===== config.mk =====
export PLATFORM = sky130hd
export DESIGN_NAME = uart_rx
export DESIGN_NICKNAME = d
export VERILOG_FILES = /design/src/rtl/uart_rx.sv
export SDC_FILE = /design/constraint.sdc
export NUM_CORES = 1
export LEC_CHECK = 0
export CORE_MARGIN = 4
export CORE_UTILIZATION = 30
export CTS_CLUSTER_DIAMETER = 40
export DETAILED_ROUTE_END_ITERATION = 12
export SLEW_MARGIN = 10
export SYNTH_ARGS = -nofsm -noshare
export SYNTH_HDL_FRONTEND = slang
export SYNTH_SLANG_ARGS = --single-unit
export TNS_END_PERCENT = 5

===== constraint.sdc =====
create_clock -name clk -period 4.3 [get_ports clk]
set_input_delay 0.86 -clock clk [delete_from_list [all_inputs] [get_ports clk]]
set_output_delay 0.86 -clock clk [all_outputs]
set_load 0.05 [all_outputs]

===== src/rtl/uart_rx.sv =====
`default_nettype none
// ============================================================================
// Module   : uart_rx
// Brief    : 8E2 UART receiver, mid-bit sampling, parity/framing error flags.
// Revision : 1.0 - initial release
// ============================================================================
module uart_rx #(
  parameter int clk_freq = 1000000,
  parameter int baudrate = 9600
) (
  input  logic       clk,
  input  logic       rst,
  input  logic       rx,
  output logic [7:0] data_out,
  output logic       rx_done,
  output logic       parity_err,
  output logic       frame_err,
  output logic       rx_busy
);

  // CLKS_PER_BIT must stay within 4..255 so the 8-bit counter can hold it.
  localparam int CLKS_PER_BIT = clk_freq / baudrate;
  localparam int HALF_BIT     = CLKS_PER_BIT / 2;

  localparam logic [7:0] c_bit_last  = 8'(CLKS_PER_BIT - 1);
  localparam logic [7:0] c_half_last = 8'(HALF_BIT - 1);

  typedef enum logic [2:0] {
    IDLE   = 3'd0,
    START  = 3'd1,
    DATA   = 3'd2,
    PARITY = 3'd3,
    STOP1  = 3'd4,
    STOP2  = 3'd5
  } state_e;

  state_e      state_q, state_d;
  logic [1:0]  sync_q;
  logic [7:0]  clk_count_q, clk_count_d;
  logic [2:0]  bit_idx_q, bit_idx_d;
  logic [7:0]  shift_q, shift_d;
  logic        par_bad_q, par_bad_d;
  logic        stop_bad_q, stop_bad_d;
  logic [7:0]  data_out_q, data_out_d;
  logic        parity_err_q, parity_err_d;
  logic        frame_err_q, frame_err_d;
  logic        rx_done_q, rx_done_d;
  logic        rx_s;

  assign rx_s = sync_q[1];

  always_ff @(posedge clk or negedge rst) begin
    if (!rst) begin
      state_q      <= IDLE;
      sync_q       <= 2'b11;
      clk_count_q  <= 8'd0;
      bit_idx_q    <= 3'd0;
      shift_q      <= 8'd0;
      par_bad_q    <= 1'b0;
      stop_bad_q   <= 1'b0;
      data_out_q   <= 8'd0;
      parity_err_q <= 1'b0;
      frame_err_q  <= 1'b0;
      rx_done_q    <= 1'b0;
    end else begin
      state_q      <= state_d;
      sync_q       <= {sync_q[0], rx};
      clk_count_q  <= clk_count_d;
      bit_idx_q    <= bit_idx_d;
      shift_q      <= shift_d;
      par_bad_q    <= par_bad_d;
      stop_bad_q   <= stop_bad_d;
      data_out_q   <= data_out_d;
      parity_err_q <= parity_err_d;
      frame_err_q  <= frame_err_d;
      rx_done_q    <= rx_done_d;
    end
  end

  always_comb begin
    state_d      = state_q;
    clk_count_d  = clk_count_q + 8'd1;
    bit_idx_d    = bit_idx_q;
    shift_d      = shift_q;
    par_bad_d    = par_bad_q;
    stop_bad_d   = stop_bad_q;
    data_out_d   = data_out_q;
    parity_err_d = parity_err_q;
    frame_err_d  = frame_err_q;
    rx_done_d    = 1'b0;

    case (state_q)
      IDLE: begin
        clk_count_d = 8'd0;
        if (!rx_s) state_d = START;
      end
      START: begin
        // A line that has gone high again by mid start bit was only a glitch.
        if (clk_count_q == c_half_last) begin
          clk_count_d = 8'd0;
          if (rx_s) begin
            state_d = IDLE;
          end else begin
            state_d   = DATA;
            bit_idx_d = 3'd0;
          end
        end
      end
      DATA: begin
        if (clk_count_q == c_bit_last) begin
          clk_count_d        = 8'd0;
          shift_d[bit_idx_q] = rx_s;
          if (bit_idx_q == 3'd7) state_d = PARITY;
          else                   bit_idx_d = bit_idx_q + 3'd1;
        end
      end
      PARITY: begin
        if (clk_count_q == c_bit_last) begin
          clk_count_d = 8'd0;
          par_bad_d   = rx_s ^ (^shift_q);
          state_d     = STOP1;
        end
      end
      STOP1: begin
        if (clk_count_q == c_bit_last) begin
          clk_count_d = 8'd0;
          stop_bad_d  = ~rx_s;
          state_d     = STOP2;
        end
      end
      STOP2: begin
        if (clk_count_q == c_bit_last) begin
          clk_count_d  = 8'd0;
          data_out_d   = shift_q;
          parity_err_d = par_bad_q;
          frame_err_d  = stop_bad_q | ~rx_s;
          rx_done_d    = 1'b1;
          state_d      = IDLE;
        end
      end
      default: begin
        state_d     = IDLE;
        clk_count_d = 8'd0;
      end
    endcase
  end

  assign data_out   = data_out_q;
  assign rx_done    = rx_done_q;
  assign parity_err = parity_err_q;
  assign frame_err  = frame_err_q;
  assign rx_busy    = (state_q != IDLE);

endmodule
`default_nettype wire


==> results of run 1 <==
-- layout make-up --
cell class                      instances  area share (%)
Clock buffer                            5            3.27
Clock inverter                          3            3.10
Inverter                                4           0.714
Multi-Input combinational cell         97            38.0
Sequential cell                        37            44.2
Tap cell                               72            4.29
Timing Repair Buffer                   14            6.43
-- worst register-to-register path: cells and delay by family, from the launching register on --
family	cells	cell delay, ps
mux	1	400
simple gates	4	1300
flops	1	420
-- how the worst max path moves through the flow --
stage,from,endpoint,cells after the start
CTS,state_q[1],rx_busy,2
global placement,state_q[1],rx_busy,2
floorplan,state_q[1],rx_busy,2
global route,state_q[1],rx_busy,2
detailed placement,state_q[1],rx_busy,2
finish,state_q[1],rx_busy,2
-- cell usage in the layout (no fill, tap or decap), types with 2 or more instances in the layout --
cell             netlist  layout
mux2_2                 5       5
ha_1                   3       3
xnor2_1                8       8
inv_1                  3       3
mux2_4                 9       9
clkbuf_8               0       5
mux2_1                 7       7
nand2b_1               2       2
or3b_1                 2       2
dfrtp_1               35      35
clkdlybuf4s50_1        0      13
o21ai_0                3       3
nor3_1                 7       7
mux2i_1                3       3
dfstp_2                2       2
nand2_1                4       4
nand3_1                9       9
and3_1                 3       3
xor2_1                 6       6
bufinv_16              0       2
nor2_1                10      10
-- through the flow --
stage                     power [mW]  cell area (um^2)
final                          0.717              2100
after global routing           0.747              2100
after CTS                      0.732              2100
after detailed placement       0.368              1970
after global placement         0.368              1970
after floorplan                0.359              1780
-- cells by family (layout without fill, tap and decap cells) --
logic type / after synthesis / in the layout / synth area share [%]
AND/OR/NAND/NOR: 49 / 49 / 16.6
flip-flops: 37 / 37 / 52.1
XOR/XNOR: 14 / 14 / 6.88
AO/OA/AOI/OAI: 7 / 7 / 2.46
adder cells (fa/ha/maj): 3 / 3 / 2.11
buffers and inverters: 10 / 26 / 3.02
multiplexers: 24 / 24 / 16.9
-- registers in the layout, summed over array words and instances (netlist names), 2 cells and up --
| name | cells |
|---|---|
| clk_count_q | 8 |
| data_out | 8 |
| shift_q | 8 |
| bit_idx_q | 3 |
| state_q | 3 |
| sync_q | 2 |
-- power by group --
group / internal, mW / leakage [nW] / total (mW) / switching, mW
registers: 0.350 / 0.495 / 0.351 / 0.00179
clock network: 0.230 / 0.0681 / 0.356 / 0.126
logic: 0.00190 / 0.435 / 0.00899 / 0.00709
-- routing by layer --
metal,vias to the layer above,routed length (um)
met4,0,62
met2,14,1290
li1,527,-
met1,514,1510
met5,-,0
met3,5,117
==> impl_metrics.py, run 1 <==
metrics = {
    "critical_path": {
        "r2r_cells": 5,
        "reg2reg_from": "clk_count_q[3]",
        "end_kind": "primary output",
        "start_kind": "flop",
        "arrival_ps": 1870,
        "cp.buffers_inverters": 1,
        "slowest_delay_ps": 700,
        "worstPathRequired_ps": 3440,
        "reg2reg_slack_ps": 2070,
        "crit_type": "flop to primary output",
        "crit_fanout": 11,
        "cp_top_family": "buffers and inverters",
        "crit_chain": "or3_1 > clkdlybuf4s50_1",
        "regToRegEndpoint": "data_out[4]",
        "cpMaxStageDelayCell": "clkdlybuf4s50_1",
    },
    "timing": {
        "finalClockSkew_ps": 8.90,
        "setup_tns_ps": 0,
        "slew_violations": 0,
        "setup_slack_ps": 1570,
        "hold_violations": 0,
        "fin_hold_ws_ps": 359,
        "finalCritPeriodShare_pct": 63.5,
        "max_freq_ghz": 0.366,
        "worstMarginPinSlew_ps": 817,
        "slew_headroom_pct": 45.6,
        "rsz0062_at_grt": "false",
        "final-setup-viol-count": 0,
        "period_minus_slack_ps": 2730,
    },
    "synthesis": {
        "yosysWarningCount": 0,
        "synth_most_common_cell": "dfrtp_1",
        "synth.top_cell.area_share_pct": 49.2,
        "synth_nets": 150,
        "ys_types": 38,
        "async_flop_share_pct": 100,
        "syn-cell-area_um2": 1780,
        "syn_inst": 144,
        "synthTopCellsByArea": "dfrtp_1 (49%), mux2_4 (7.6%), mux2_1 (4.4%)",
        "ys.flop_type": "dfrtp_1",
        "syn_area_per_cell_um2": 12.4,
        "seq_area_frac_synth_pct": 52.1,
        "synth-seq-cells": 37,
        "synth_top_area_cell": "dfrtp_1",
        "synth_top_cells_by_count": "dfrtp_1 (35), nor2_1 (10), mux2_4 (9), nand3_1 (9), xnor2_1 (8)",
        "synth_edf_count": 0,
    },
    "clock_tree": {
        "cts_setup_buffers": 0,
        "clock-root-buffer": "clkbuf_8",
        "clockBufferDepth": 2,
        "htreeDepth": 2,
        "cts-resized-gates": 0,
        "cts_tree": "yes",
        "cts_buffers": 5,
        "clkLatencyLatePin_ps": 290,
        "cts.clk_slew.worst_paths_ps": 80,
        "cts.sinks": 37,
        "ctsHoldBuffers": 0,
    },
    "worst_hold_path": {
        "holdPathEnd": "sync_q[1]",
        "whs_path_depth": 0,
        "hold_path.startpoint": "sync_q[0]",
        "hold_path.class": "flop to flop",
    },
    "global_route": {
        "overflow": 0,
        "grt_usage_pct": 9.40,
        "top_usage_layer": "met2",
        "gr-usage-met3_pct": 3.40,
        "grt_pass1_wl_um": 5380,
        "grtUsageMet1_pct": 12.9,
        "grt_pass1_vias": 1121,
        "globalRouteMet2Util_pct": 13.1,
        "grt_max_degree": 38,
        "antenna_found_initial": 0,
    },
    "floorplanning": {
        "boundaryPins": 15,
        "num_rows": 27,
        "dieArea_um2": 7240,
        "core-area_um2": 5640,
        "die_y_um": 85.1,
        "die_x_um": 85.1,
        "start_util_pct": 31.6,
    },
    "status": {
        "status": "completed",
    },
    "place": {
        "io_buffers": 14,
        "dp.cells": 224,
        "post-place-ws_ps": 1890,
        "gp_congestion": 0.757,
        "hpwlAfterDp_um": 2030,
    },
    "final_layout": {
        "layout.cells.non_filler": 232,
        "diodes": 0,
        "final_core_util_pct": 37.3,
        "nFillCells": 551,
        "seq_area_um2": 928,
        "drive_gt1_share_pct": 19.4,
        "area_delta_synth_final_pct": 18.0,
        "multi_input_area_um2": 800,
        "layout.nets": 165,
    },
    "detailed_routing": {
        "wl_per_cell_um": 12.8,
        "drtPass1Iterations": 3,
        "antenna_left": 0,
        "drc": 0,
        "vias": 1060,
        "wirelength_um": 2980,
        "drt_iter0_markers": 55,
        "viasPerCell": 4.57,
    },
    "power": {
        "power.leakage_nw": 0.998,
        "ir_worst_vdd_mv": 0.165,
        "power_density_nw_per_um2": 341,
    },
    "flow_run": {
        "drv_cap": 0,
    },
}
Note: power is estimated with default switching activity, not from simulation.
==> inputs of run 2 (changes only) <==
clock period = 2.85 ns   (was 4.3 ns; I/O delays follow)
==> run 2 against run 1 <==
Via count is 4.4% higher; combinational power is 49% higher; power is 39% higher; critical path depth stayed put; worst hold slack worse by 1.0 ps; global-route usage is 0.29 points lower; die area stayed put.
==> impl_metrics.py, run 2 (synthesized netlist as in run 1, its figures left out) <==
metrics = {
    "critical_path": {
        "slowest_delay_ps": 700,
        "cpMaxStageDelayCell": "clkdlybuf4s50_1",
        "start_kind": "flop",
        "worstPathRequired_ps": 2280,
        "cp.buffers_inverters": 1,
        "crit_type": "flop to primary output",
        "arrival_ps": 1860,
        "end_kind": "primary output",
        "crit_fanout": 11,
        "cp_top_family": "buffers and inverters",
        "crit_chain": "or3_1 > clkdlybuf4s50_1",
    },
    "clock_tree": {
        "cts_tree": "yes",
        "htreeDepth": 2,
        "cts_buffers": 5,
        "cts.sinks": 37,
        "clockBufferDepth": 2,
        "cts-resized-gates": 0,
        "cts_setup_buffers": 0,
        "cts.clk_slew.worst_paths_ps": 80,
        "clock-root-buffer": "clkbuf_8",
        "ctsHoldBuffers": 0,
        "clkLatencyLatePin_ps": 290,
    },
    "power": {
        "power_switching_mw": 0.200,
        "p_comb_share_pct": 1.4,
        "switching_share_pct": 20.1,
        "power_density_nw_per_um2": 477,
        "power_frac_clock_pct": 45.2,
        "seq_power_share_pct": 53.4,
        "power.leakage_nw": 0.986,
        "p_int_mw": 0.793,
        "ir_worst_vdd_mv": 0.172,
    },
    "floorplanning": {
        "die_y_um": 85.1,
        "start_util_pct": 31.6,
        "core-area_um2": 5640,
        "num_rows": 27,
        "boundaryPins": 15,
        "die_x_um": 85.1,
        "dieArea_um2": 7240,
    },
    "place": {
        "gp_congestion": 0.813,
        "io_buffers": 14,
        "placed_area_um2": 1970,
        "hpwlAfterDp_um": 2080,
    },
    "timing": {
        "slew_violations": 0,
        "hold_violations": 0,
        "max_freq_ghz": 0.411,
        "worstMarginPinSlew_ps": 813,
        "finalClockSkew_ps": 7.55,
        "final-setup-viol-count": 0,
        "rsz0062_at_grt": "false",
        "period_minus_slack_ps": 2430,
        "setup_tns_ps": 0,
        "finalCritPeriodShare_pct": 85.4,
        "fin_hold_ws_ps": 358,
        "slew_headroom_pct": 45.8,
    },
    "final_layout": {
        "final_cell_mix": "dfrtp_1 (35), clkdlybuf4s50_1 (13), nor2_1 (10), nand3_1 (9), mux2_4 (9)",
        "layout_commonest_cell": "dfrtp_1",
        "area_delta_synth_final_pct": 16.7,
        "layout.nets": 165,
        "diodes": 0,
        "drive_gt1_share_pct": 18.8,
        "stdcell_area_um2": 2080,
        "final_core_util_pct": 36.9,
        "nFillCells": 547,
    },
    "global_route": {
        "grt_usage_pct": 9.11,
        "grt_pass1_wl_um": 5270,
        "grt_pass1_vias": 1129,
        "grt_max_degree": 38,
        "overflow": 0,
        "antenna_found_initial": 0,
    },
    "flow_run": {
        "drv_cap": 0,
    },
    "detailed_routing": {
        "drtPass1Iterations": 4,
        "wirelength_um": 2970,
        "antenna_left": 0,
        "wl_per_cell_um": 12.8,
        "vias": 1107,
        "viasPerCell": 4.77,
        "drc": 0,
        "drt_iter0_markers": 38,
    },
    "worst_hold_path": {
        "hold_path.class": "flop to flop",
    },
    "status": {
        "status": "completed",
    },
}
## run 2: changes by cell type in the layout (fill, tap and decap cells not counted)
cell,change
bufinv_16,-1
clkbuf_1,+1
clkinv_2,-1
clkinv_4,+1
## run 2: cell type report
type,count,area [um^2],area share [%]
Sequential cell,37,928,44.6
Timing Repair Buffer,14,135,6.50
Tap cell,72,90.1,4.33
Inverter,4,15.0,0.722
Clock inverter,2,38.8,1.87
Multi-Input combinational cell,97,800,38.4
Clock buffer,6,72.6,3.49
## run 2: worst reg2reg max path: stages, from the launching register on
cell and delay (ps):
dfrtp_1 420, or3b_1 550, nor2_8 190, nand2_2 70
or2_1 480, mux2_1 400
## run 2: routing by layer
metal	routed length, um	track usage (%)
met1	1490	11.7
met2	1310	13.8
met3	114	2.72
met4	58	4.75
met5	0	0
## run 2: worst paths after layout
check	slack (ps)	to	cells past startpoint	start
min	360	sync_q[1]	0	sync_q[0]
max in group asynchronous	1960	bit_idx_q[2]	1	rst
min reg2reg	360	sync_q[1]	0	sync_q[0]
min in group asynchronous	370	data_out[4]	1	rst
max	420	rx_busy	2	state_q[1]
max reg2reg	630	data_out[0]	5	clk_count_q[3]
## run 2: through the flow
step | setup slack (ps) | power (mW) | instances
floorplan | 936 | 0.541 | 144
global placement | 676 | 0.555 | 224
detailed placement | 590 | 0.555 | 224
CTS | 394 | 1.01 | 232
global route | 340 | 1.04 | 232
finish | 417 | 0.993 | 232
## run 2: power by group through the flow
stage,combinational [mW],sequential [mW],clock [mW]
2_1_floorplan,0.00314,0.538,0
3_3_place_gp,0.0144,0.541,0
3_5_place_dp,0.0146,0.541,0
4_1_cts,0.0146,0.530,0.469
5_1_grt,0.0161,0.531,0.493
6_report,0.0134,0.530,0.449
